File: config.mk
export PLATFORM = sky130hd
export DESIGN_NAME = fetch_pc_unit
export DESIGN_NICKNAME = d
export VERILOG_FILES = /design/src/rtl/rv32i_pkg.sv /design/src/rtl/fetch_pc_unit_next_pc.sv /design/src/rtl/fetch_pc_unit.sv
export SDC_FILE = /design/constraint.sdc
export NUM_CORES = 1
export LEC_CHECK = 0
export CAP_MARGIN = 5
export CORE_MARGIN = 3
export CORE_UTILIZATION = 50
export CTS_BUF_LIST = sky130_fd_sc_hd__clkbuf_2 sky130_fd_sc_hd__clkbuf_4 sky130_fd_sc_hd__clkbuf_8
export DETAILED_ROUTE_END_ITERATION = 12
export GPL_TIMING_DRIVEN = 0
export PLACE_DENSITY = 0.87
export SLEW_MARGIN = 20
export SYNTH_ARGS = -nofsm -noshare
export SYNTH_HDL_FRONTEND = slang
export SYNTH_SLANG_ARGS = --single-unit
File: constraint.sdc
create_clock -name clk -period 3.95 [get_ports clk]
set_input_delay 0.5925 -clock clk [delete_from_list [all_inputs] [get_ports clk]]
set_output_delay 0.5925 -clock clk [all_outputs]
set_load 0.01 [all_outputs]
File: src/rtl/rv32i_pkg.sv
// Shared RV32I core types: branch resolution encoding and fetch sequencer states.
package rv32i_pkg;

    // Branch resolution reported by the ALU at retire; encoding 2'b11 is unused.
    typedef enum logic [1:0] {
        BRANCH_NONE     = 2'd0,
        BRANCH_RELATIVE = 2'd1,
        BRANCH_ABSOLUTE = 2'd2
    } branch_type_e;

    // Fetch sequencer states; S_HALT is left only through reset.
    typedef enum logic [2:0] {
        S_REQ   = 3'd0,
        S_WAIT  = 3'd1,
        S_ISSUE = 3'd2,
        S_EXEC  = 3'd3,
        S_HALT  = 3'd4
    } fetch_state_e;

    localparam logic [31:0] PC_STEP = 32'd4;

endpackage

File: src/rtl/fetch_pc_unit_next_pc.sv
// Next-PC selection for the fetch unit: sequential, PC-relative or absolute target,
// plus the 4-byte alignment check on the chosen target.
module next_pc_calc
    import rv32i_pkg::*;
(
    input  logic [31:0]  pc,
    input  branch_type_e branch_type,
    input  logic [31:0]  imm,
    input  logic [31:0]  alu_result,
    output logic [31:0]  next_pc,
    output logic         misaligned
);

    // Select the target; all sums wrap modulo 2^32.
    always_comb begin
        // NOTE: assigning a default before the case means every path drives next_pc,
        // so no latch is inferred and the unused encoding falls back to sequential flow.
        next_pc = pc + PC_STEP;
        case (branch_type)
            BRANCH_RELATIVE: next_pc = pc + imm;
            BRANCH_ABSOLUTE: next_pc = alu_result;
            default:         ;
        endcase
    end

    assign misaligned = |next_pc[1:0];

endmodule

File: src/rtl/fetch_pc_unit.sv
// Program-counter and instruction-fetch sequencer: requests one word per instruction,
// hands it to the decoder, waits for retire, then advances the PC and instret.
module fetch_pc_unit
    import rv32i_pkg::*;
#(
    parameter logic [31:0] RESET_PC = 32'h0000_0000
) (
    input  logic         clk,
    input  logic         reset,
    output logic         imem_req_valid,
    input  logic         imem_req_ready,
    output logic [31:0]  imem_req_addr,
    input  logic         imem_rsp_valid,
    input  logic [31:0]  imem_rsp_data,
    output logic         inst_valid,
    input  logic         inst_ready,
    output logic [31:0]  inst,
    output logic [31:0]  inst_pc,
    input  logic         retire_valid,
    input  branch_type_e branch_type,
    input  logic [31:0]  alu_result,
    input  logic [31:0]  imm,
    output logic         misalign_err,
    output logic [63:0]  instret
);

    fetch_state_e state;
    fetch_state_e state_next;
    logic [31:0]  pc;
    logic [31:0]  calc_pc;
    logic         calc_misaligned;

    next_pc_calc u_next_pc_calc (
        .pc          (pc),
        .branch_type (branch_type),
        .imm         (imm),
        .alu_result  (alu_result),
        .next_pc     (calc_pc),
        .misaligned  (calc_misaligned)
    );

    // State register.
    always_ff @(posedge clk) begin
        // NOTE: sequential state uses non-blocking assignments so every flop samples
        // pre-edge values regardless of block ordering.
        if (reset) state <= S_REQ;
        else       state <= state_next;
    end

    // Next-state logic and valids, decoded from the state register only.
    always_comb begin
        state_next     = state;
        imem_req_valid = 1'b0;
        inst_valid     = 1'b0;
        case (state)
            S_REQ: begin
                imem_req_valid = 1'b1;
                if (imem_req_ready) state_next = S_WAIT;
            end
            S_WAIT: begin
                if (imem_rsp_valid) state_next = S_ISSUE;
            end
            S_ISSUE: begin
                inst_valid = 1'b1;
                if (inst_ready) state_next = S_EXEC;
            end
            S_EXEC: begin
                if (retire_valid) state_next = calc_misaligned ? S_HALT : S_REQ;
            end
            S_HALT:  ;
            default: state_next = S_REQ;
        endcase
    end

    assign imem_req_addr = pc;

    // PC, captured instruction, error flag and retire counter.
    always_ff @(posedge clk) begin
        if (reset) begin
            pc           <= RESET_PC;
            inst         <= 32'd0;
            inst_pc      <= 32'd0;
            misalign_err <= 1'b0;
            instret      <= 64'd0;
        end else begin
            case (state)
                S_WAIT: begin
                    if (imem_rsp_valid) begin
                        inst    <= imem_rsp_data;
                        inst_pc <= pc;
                    end
                end
                S_EXEC: begin
                    if (retire_valid) begin
                        if (calc_misaligned) begin
                            // Keep the faulting instruction's PC for inspection.
                            misalign_err <= 1'b1;
                        end else begin
                            pc      <= calc_pc;
                            instret <= instret + 64'd1;
                        end
                    end
                end
                default: ;
            endcase
        end
    end

endmodule

==> flow_summary.json, run 1 <==
{
  "status": "complete, no violations",
  "synth_edf_count": 0,
  "drtIter0Drc": 899,
  "stdcell_count": 1706,
  "chipWidth_um": 141,
  "fin_crit_sh": 0.954,
  "crit_type": "in2reg",
  "ys_seq_area_frac": 0.360,
  "clock_skew_ps": 12.8,
  "critPathArrivalTime_ps": 4100,
  "pin_count": 267,
  "hold_viol": 0,
  "diodes": 0,
  "antenna_left": 0,
  "start_util": 0.518,
  "endpoint_kind": "flop",
  "fin_util": 0.711,
  "tns_ps": 0,
  "cts_sinks": 164,
  "peakVddDrop_uv": 248,
  "insertion_delay_ps": 470,
  "cts_tree": "yes",
  "dp_hpwl_um": 25200,
  "rsz0062_at_grt": "false",
  "synth_seq_cells": 164,
  "antenna_found_initial": 0,
  "setup_viol": 0,
  "grt_pass1_vias": 9673,
  "hp-class": "reg2reg",
  "power_leakage_uw": 0.00447,
  "path_cells": "clkdlybuf4s50_1 -> ha_1 -> inv_1 -> fa_1 -> nand2b_1 -> a2111o_1 -> nand2_1 -> buf_2 -> nand4_1 -> nor2_4 -> nand3_1 -> xor2_1 -> nor2_1",
  "synth_area_mm2": 0.00912,
  "chipHeight_um": 141,
  "totalWireLength_um": 32900,
  "syn_avg_cell_area_um2": 7.71,
  "clkSlewWorstSetupHoldPaths_ps": 80,
  "critPathSlowestCell": "a2111o_1",
  "slew_headroom": 0.440,
  "wire_per_inst_um": 19.3,
  "synthCells": 1183,
  "drt_first_pass_iters": 6,
  "via_count": 10200,
  "dp_worst_setup_slack_ps": -298,
  "place_inst": 1674,
  "route.detailed.drc": 0,
  "drive_gt1_frac": 0.0419,
  "synth_flop_cell": "dfxtp_1",
  "cpPeakStageDelay_ps": 590,
  "worstPathRequired_ps": 4280,
  "startpoint_type": "input port",
  "rows": 48,
  "grt_pass1_wl_um": 51300,
  "setup_slack_ps": 183,
  "ys_types": 73,
  "cts_setup_buffers": 0,
  "cts_buffers": 17,
  "nets": 1608,
  "core_mm2": 0.0176,
  "routabilityCongestion": 0.962,
  "h-tree-depth": 4,
  "cp_max_fo": 10,
  "ys_async_sr_fraction": 0,
  "fmax_mhz": 265,
  "grt-ovfl-total": 0,
  "slew_violations": 0,
  "io_buffers": 266,
  "worst_pin_slew_ps": 837,
  "grtUsageTotal": 0.319,
  "cap_viol_max_count": 0,
  "vias_per_cell": 5.95,
  "synth-warning-count": 0,
  "synth_nets": 1323,
  "grt_max_degree": 17,
  "cts_root_buf": "clkbuf_8",
  "die_area_mm2": 0.0199,
  "syn_to_final_growth_pct": 37.1,
  "finalCriticalPeriod_ps": 3770,
  "clockBufferDepth": 2,
  "powerDensity_mw_per_mm2": 278
}
## state kept, by name, summed over array words and instances, names as in the netlist
register       cells
instret           64
state              3
inst_pc           32
misalign_err       1
inst              32
imem_req_addr     32
## placed cells by master, fill, tap and decap left out, drive strengths merged, types with 3 or more instances in the layout
cell type / synthesis / final
o21ai: 57 / 57
ha: 35 / 35
clkinvlp: 0 / 3
xor2: 34 / 34
a21o: 23 / 23
and2: 11 / 11
clkbuf: 52 / 71
a21oi: 145 / 145
o21a: 6 / 6
a2111oi: 5 / 5
clkdlybuf4s50: 0 / 266
and3: 20 / 20
xnor2: 35 / 35
and4: 11 / 11
nand2b: 10 / 10
nor2b: 8 / 8
a22oi: 5 / 5
a31oi: 11 / 11
a311oi: 4 / 4
nor2: 95 / 95
a221oi: 13 / 13
a211oi: 12 / 12
o211ai: 12 / 12
o21bai: 3 / 3
nand2: 212 / 212
or2: 4 / 4
nor3b: 3 / 3
o2111ai: 4 / 4
nand3: 38 / 38
nor4: 6 / 6
buf: 10 / 10
inv: 27 / 31
nor3: 27 / 27
dfxtp: 164 / 164
or3: 24 / 24
clkinv: 1 / 4
bufinv: 0 / 3
o22ai: 6 / 6
nand4: 21 / 21
## cell usage after synthesis, types with 3 or more instances
cell type    n  area (um^2)
o21ai_1      5         25.0
buf_2        7         35.0
nor4_1       3         18.8
nand2_1    212          796
o2111ai_1    4         35.0
nand4_1     20          125
a31oi_1     11         68.8
nor2_1      95          357
clkbuf_1    52          195
nor2b_1      6         37.5
a2111oi_0    4         35.0
o21a_1       6         45.0
a221oi_1    13          114
o211ai_1    11         82.6
and4_1      11         96.3
a21oi_1    145          726
nor3_1      25          125
o22ai_1      6         37.5
xnor2_1     35          307
a22oi_1      5         37.5
and2_1      11         68.8
xor2_1      34          298
ha_1        35          438
inv_1       26         97.6
o21bai_1     3         22.5
or3_1       24          150
o21ai_0     52          260
nand3_1     37          185
a311oi_1     4         35.0
and3_1      20          125
nand2b_1    10         62.6
a21o_1      23          173
a211oi_1    12         90.1
dfxtp_1    164         3280
## report_power, final
part	internal, uW	switching, uW
Combinational	206	249
Sequential	1670	15.8
Clock	667	666
Total	2550	931
## through the flow
stage | total power, uW | instance area, um^2 | hold slack [ps]
after global placement | 2170 | 12100 | 441
final | 3480 | 12500 | 455
after floorplan | 1940 | 9120 | 481
after detailed placement | 2170 | 12100 | 446
after CTS | 3480 | 12500 | 457
after global routing | 3600 | 12500 | 476
## kinds of logic after synthesis
family                     Yosys count  share of synthesized area
DFF                                164                      0.360
buffers and inverters               90                     0.0392
xor gates and xnor gates            69                     0.0662
AOI/OAI and AO/OA                  328                      0.224
adders and majority gates           36                     0.0502
and+or+nand+nor                    496                      0.261
## routing by layer
metal,vias up,share of wire,wire length [um],GRT usage
met1,4787,0.40,13300,0.399
li1,4793,-,-,-
met2,503,0.47,15400,0.534
met3,68,0.098,3230,0.0845
met4,0,0.027,897,0.105
met5,-,0,0,0
## final timing paths
check,start,to,slack [ps],cells after the start
max,imm[0],instret[63],180,13
min,inst_pc[2],inst_pc[2],460,2
max reg2reg,imem_req_addr[0],instret[63],280,12
min reg2reg,inst_pc[2],inst_pc[2],460,2
## worst max-delay path, delay by kind of cell
family	cells	cell delay, ps
AOI/OAI and AO/OA	1	590
xor gates and xnor gates	1	150
adders and majority gates	2	680
buffers and inverters	3	870
and+or+nand+nor	6	1200
## layout make-up
type | count | area [um^2]
Multi-Input combinational cell | 929 | 5500
Fill cell | 1467 | 5080
Sequential cell | 164 | 3280
Timing Repair Buffer | 266 | 2660
Tap cell | 225 | 282
Clock buffer | 19 | 262
Buffer | 62 | 253
Clock inverter | 13 | 170
Inverter | 28 | 105
## repair_timing
action / CTS / global route
setup endpoints to repair: 0 / 3
hold buffers: 0 / 0
resized for setup: 0 / 2
Power figures use the tool's default switching activity.
==> run 2: changes to the inputs <==
Settings changed: CTS_CLUSTER_SIZE set to 14, PLACE_DENSITY 0.87 to 0.81.
==> run 2 against run 1 <==
Die area is the same. Largest power group unchanged. Global-route usage shrank 1.2 points. Fmax is essentially flat. Flip-flop and latch count is the same. Register-to-register slack lost 40 ps. Cell area is essentially flat. Via count shrank 1.8%. First-iteration DRC count shrank 9.7%. Clock skew grew 5.5 ps. Worst setup slack gained 2.7 ps.
==> flow_summary.json, run 2 (synthesized netlist as in run 1, its figures left out) <==
{
  "clkSlewWorstSetupHoldPaths_ps": 90,
  "diodes": 0,
  "met2_usage": 0.512,
  "grt_util_met1": 0.380,
  "route.detailed.drc": 0,
  "grt_pass1_wl_um": 49200,
  "slew_violations": 0,
  "cts_root_buf": "clkbuf_8",
  "whs_path_depth": 2,
  "nFillCells": 1554,
  "cts_setup_buffers": 0,
  "via_count": 9964,
  "cts_tree": "yes",
  "vias_per_cell": 5.84,
  "antenna_found_initial": 0,
  "peakVddDrop_uv": 208,
  "fin_crit_sh": 0.953,
  "tns_ps": 0,
  "worstPathRequired_ps": 4290,
  "cp_max_fo": 10,
  "largest_reg_flops": 64,
  "crit_type": "in2reg",
  "fmax_mhz": 266,
  "grt_most_used_layer": "met2",
  "wire_per_inst_um": 18.8,
  "start_util": 0.518,
  "insertion_delay_ps": 470,
  "regMostFlops": "instret",
  "totalWireLength_um": 32100,
  "die_area_mm2": 0.0199,
  "clock_skew_ps": 18.3,
  "drtIter0Drc": 812,
  "hold_viol": 0,
  "r2r_cells": 12,
  "seq_area_mm2": 0.00328,
  "slew_headroom": 0.471,
  "critPathArrivalTime_ps": 4110,
  "power_uw": 3480,
  "cts_buffers": 17,
  "drt_first_pass_iters": 5,
  "layout_common_cells": "clkdlybuf4s50_1 (266), nand2_1 (212), dfxtp_1 (164)",
  "cts_sinks": 164,
  "chipWidth_um": 141,
  "startpoint_type": "input port",
  "rows": 48,
  "powerDensity_mw_per_mm2": 278,
  "hold_buffers": 0,
  "hp-class": "reg2reg",
  "grt-ovfl-total": 0,
  "power_leakage_uw": 0.00447,
  "grt_pass1_vias": 9301,
  "cap_viol_max_count": 0,
  "clockBufferDepth": 2,
  "h-tree-depth": 4,
  "grtUsageMet3": 0.0896,
  "dp_worst_setup_slack_ps": -282,
  "status": "complete, no violations",
  "drive_gt1_frac": 0.0412,
  "stdcell_count": 1705,
  "grtUsageTotal": 0.306,
  "final_common_cell": "clkdlybuf4s50_1",
  "postCtsResizedCells": 0,
  "chipHeight_um": 141,
  "grt_max_degree": 17,
  "place_inst": 1674,
  "syn_to_final_growth_pct": 37.0,
  "rsz0062_at_grt": "false",
  "finalCriticalPeriod_ps": 3760,
  "antenna_left": 0,
  "nets": 1608,
  "core_mm2": 0.0176,
  "multi_input_area_mm2": 0.00550,
  "pin_count": 267,
  "setup_slack_ps": 185,
  "setup_viol": 0,
  "dp_hpwl_um": 24300,
  "io_buffers": 266,
  "worst_pin_slew_ps": 790,
  "endpoint_kind": "flop",
  "routabilityCongestion": 0.976
}
-- run 2: area by class of cell --
class,instances,area share
plain buffers,62,0.0202
clock buffers,17,0.0187
clock inverters,14,0.0151
inverters,28,0.00841
multi-input cells,929,0.440
flip-flops and latches,164,0.263
well taps,225,0.0225
repair buffers,266,0.213
-- run 2: metrics by stage --
stage,cell area (um^2),util,hold WS (ps)
floorplan,9120,-,481
global placement,12100,0.686,440
detailed placement,12100,0.686,446
CTS,12500,0.710,459
global route,12500,0.711,471
finish,12500,0.711,455
-- run 2: path summary, 6_finish.rpt --
check | slack (ps) | from | to
max | 190 | imm[0] | instret[61]
min | 460 | inst[4] | inst[4]
max reg2reg | 240 | imem_req_addr[0] | instret[61]
min reg2reg | 460 | inst[4] | inst[4]
-- run 2: where the power goes --
part           total (uW)  leakage (uW)  internal (uW)  switching [uW]
Clock                1340      0.000214            644             691
Combinational         452       0.00293            206             246
Sequential           1690       0.00132           1670            15.5
Total                3480       0.00447           2520             953
-- run 2: critical path, stage by stage --
cell and delay, ps:
clkdlybuf4s50_1 460, ha_1 190, inv_1 60, fa_1 470, nand2b_1 140, a2111o_1 600
nand2_1 250, buf_2 340, nand4_1 380, nor2_4 280, nand3_1 140, xor2_1 140
nor2_1 50
-- run 2: metal layers --
metal,wire [um],share of wire,vias to the layer above
met2,15100,0.47,481
met3,3250,0.10,71
met1,12800,0.40,4633
li1,-,-,4779
met4,891,0.028,0
met5,0,0,-
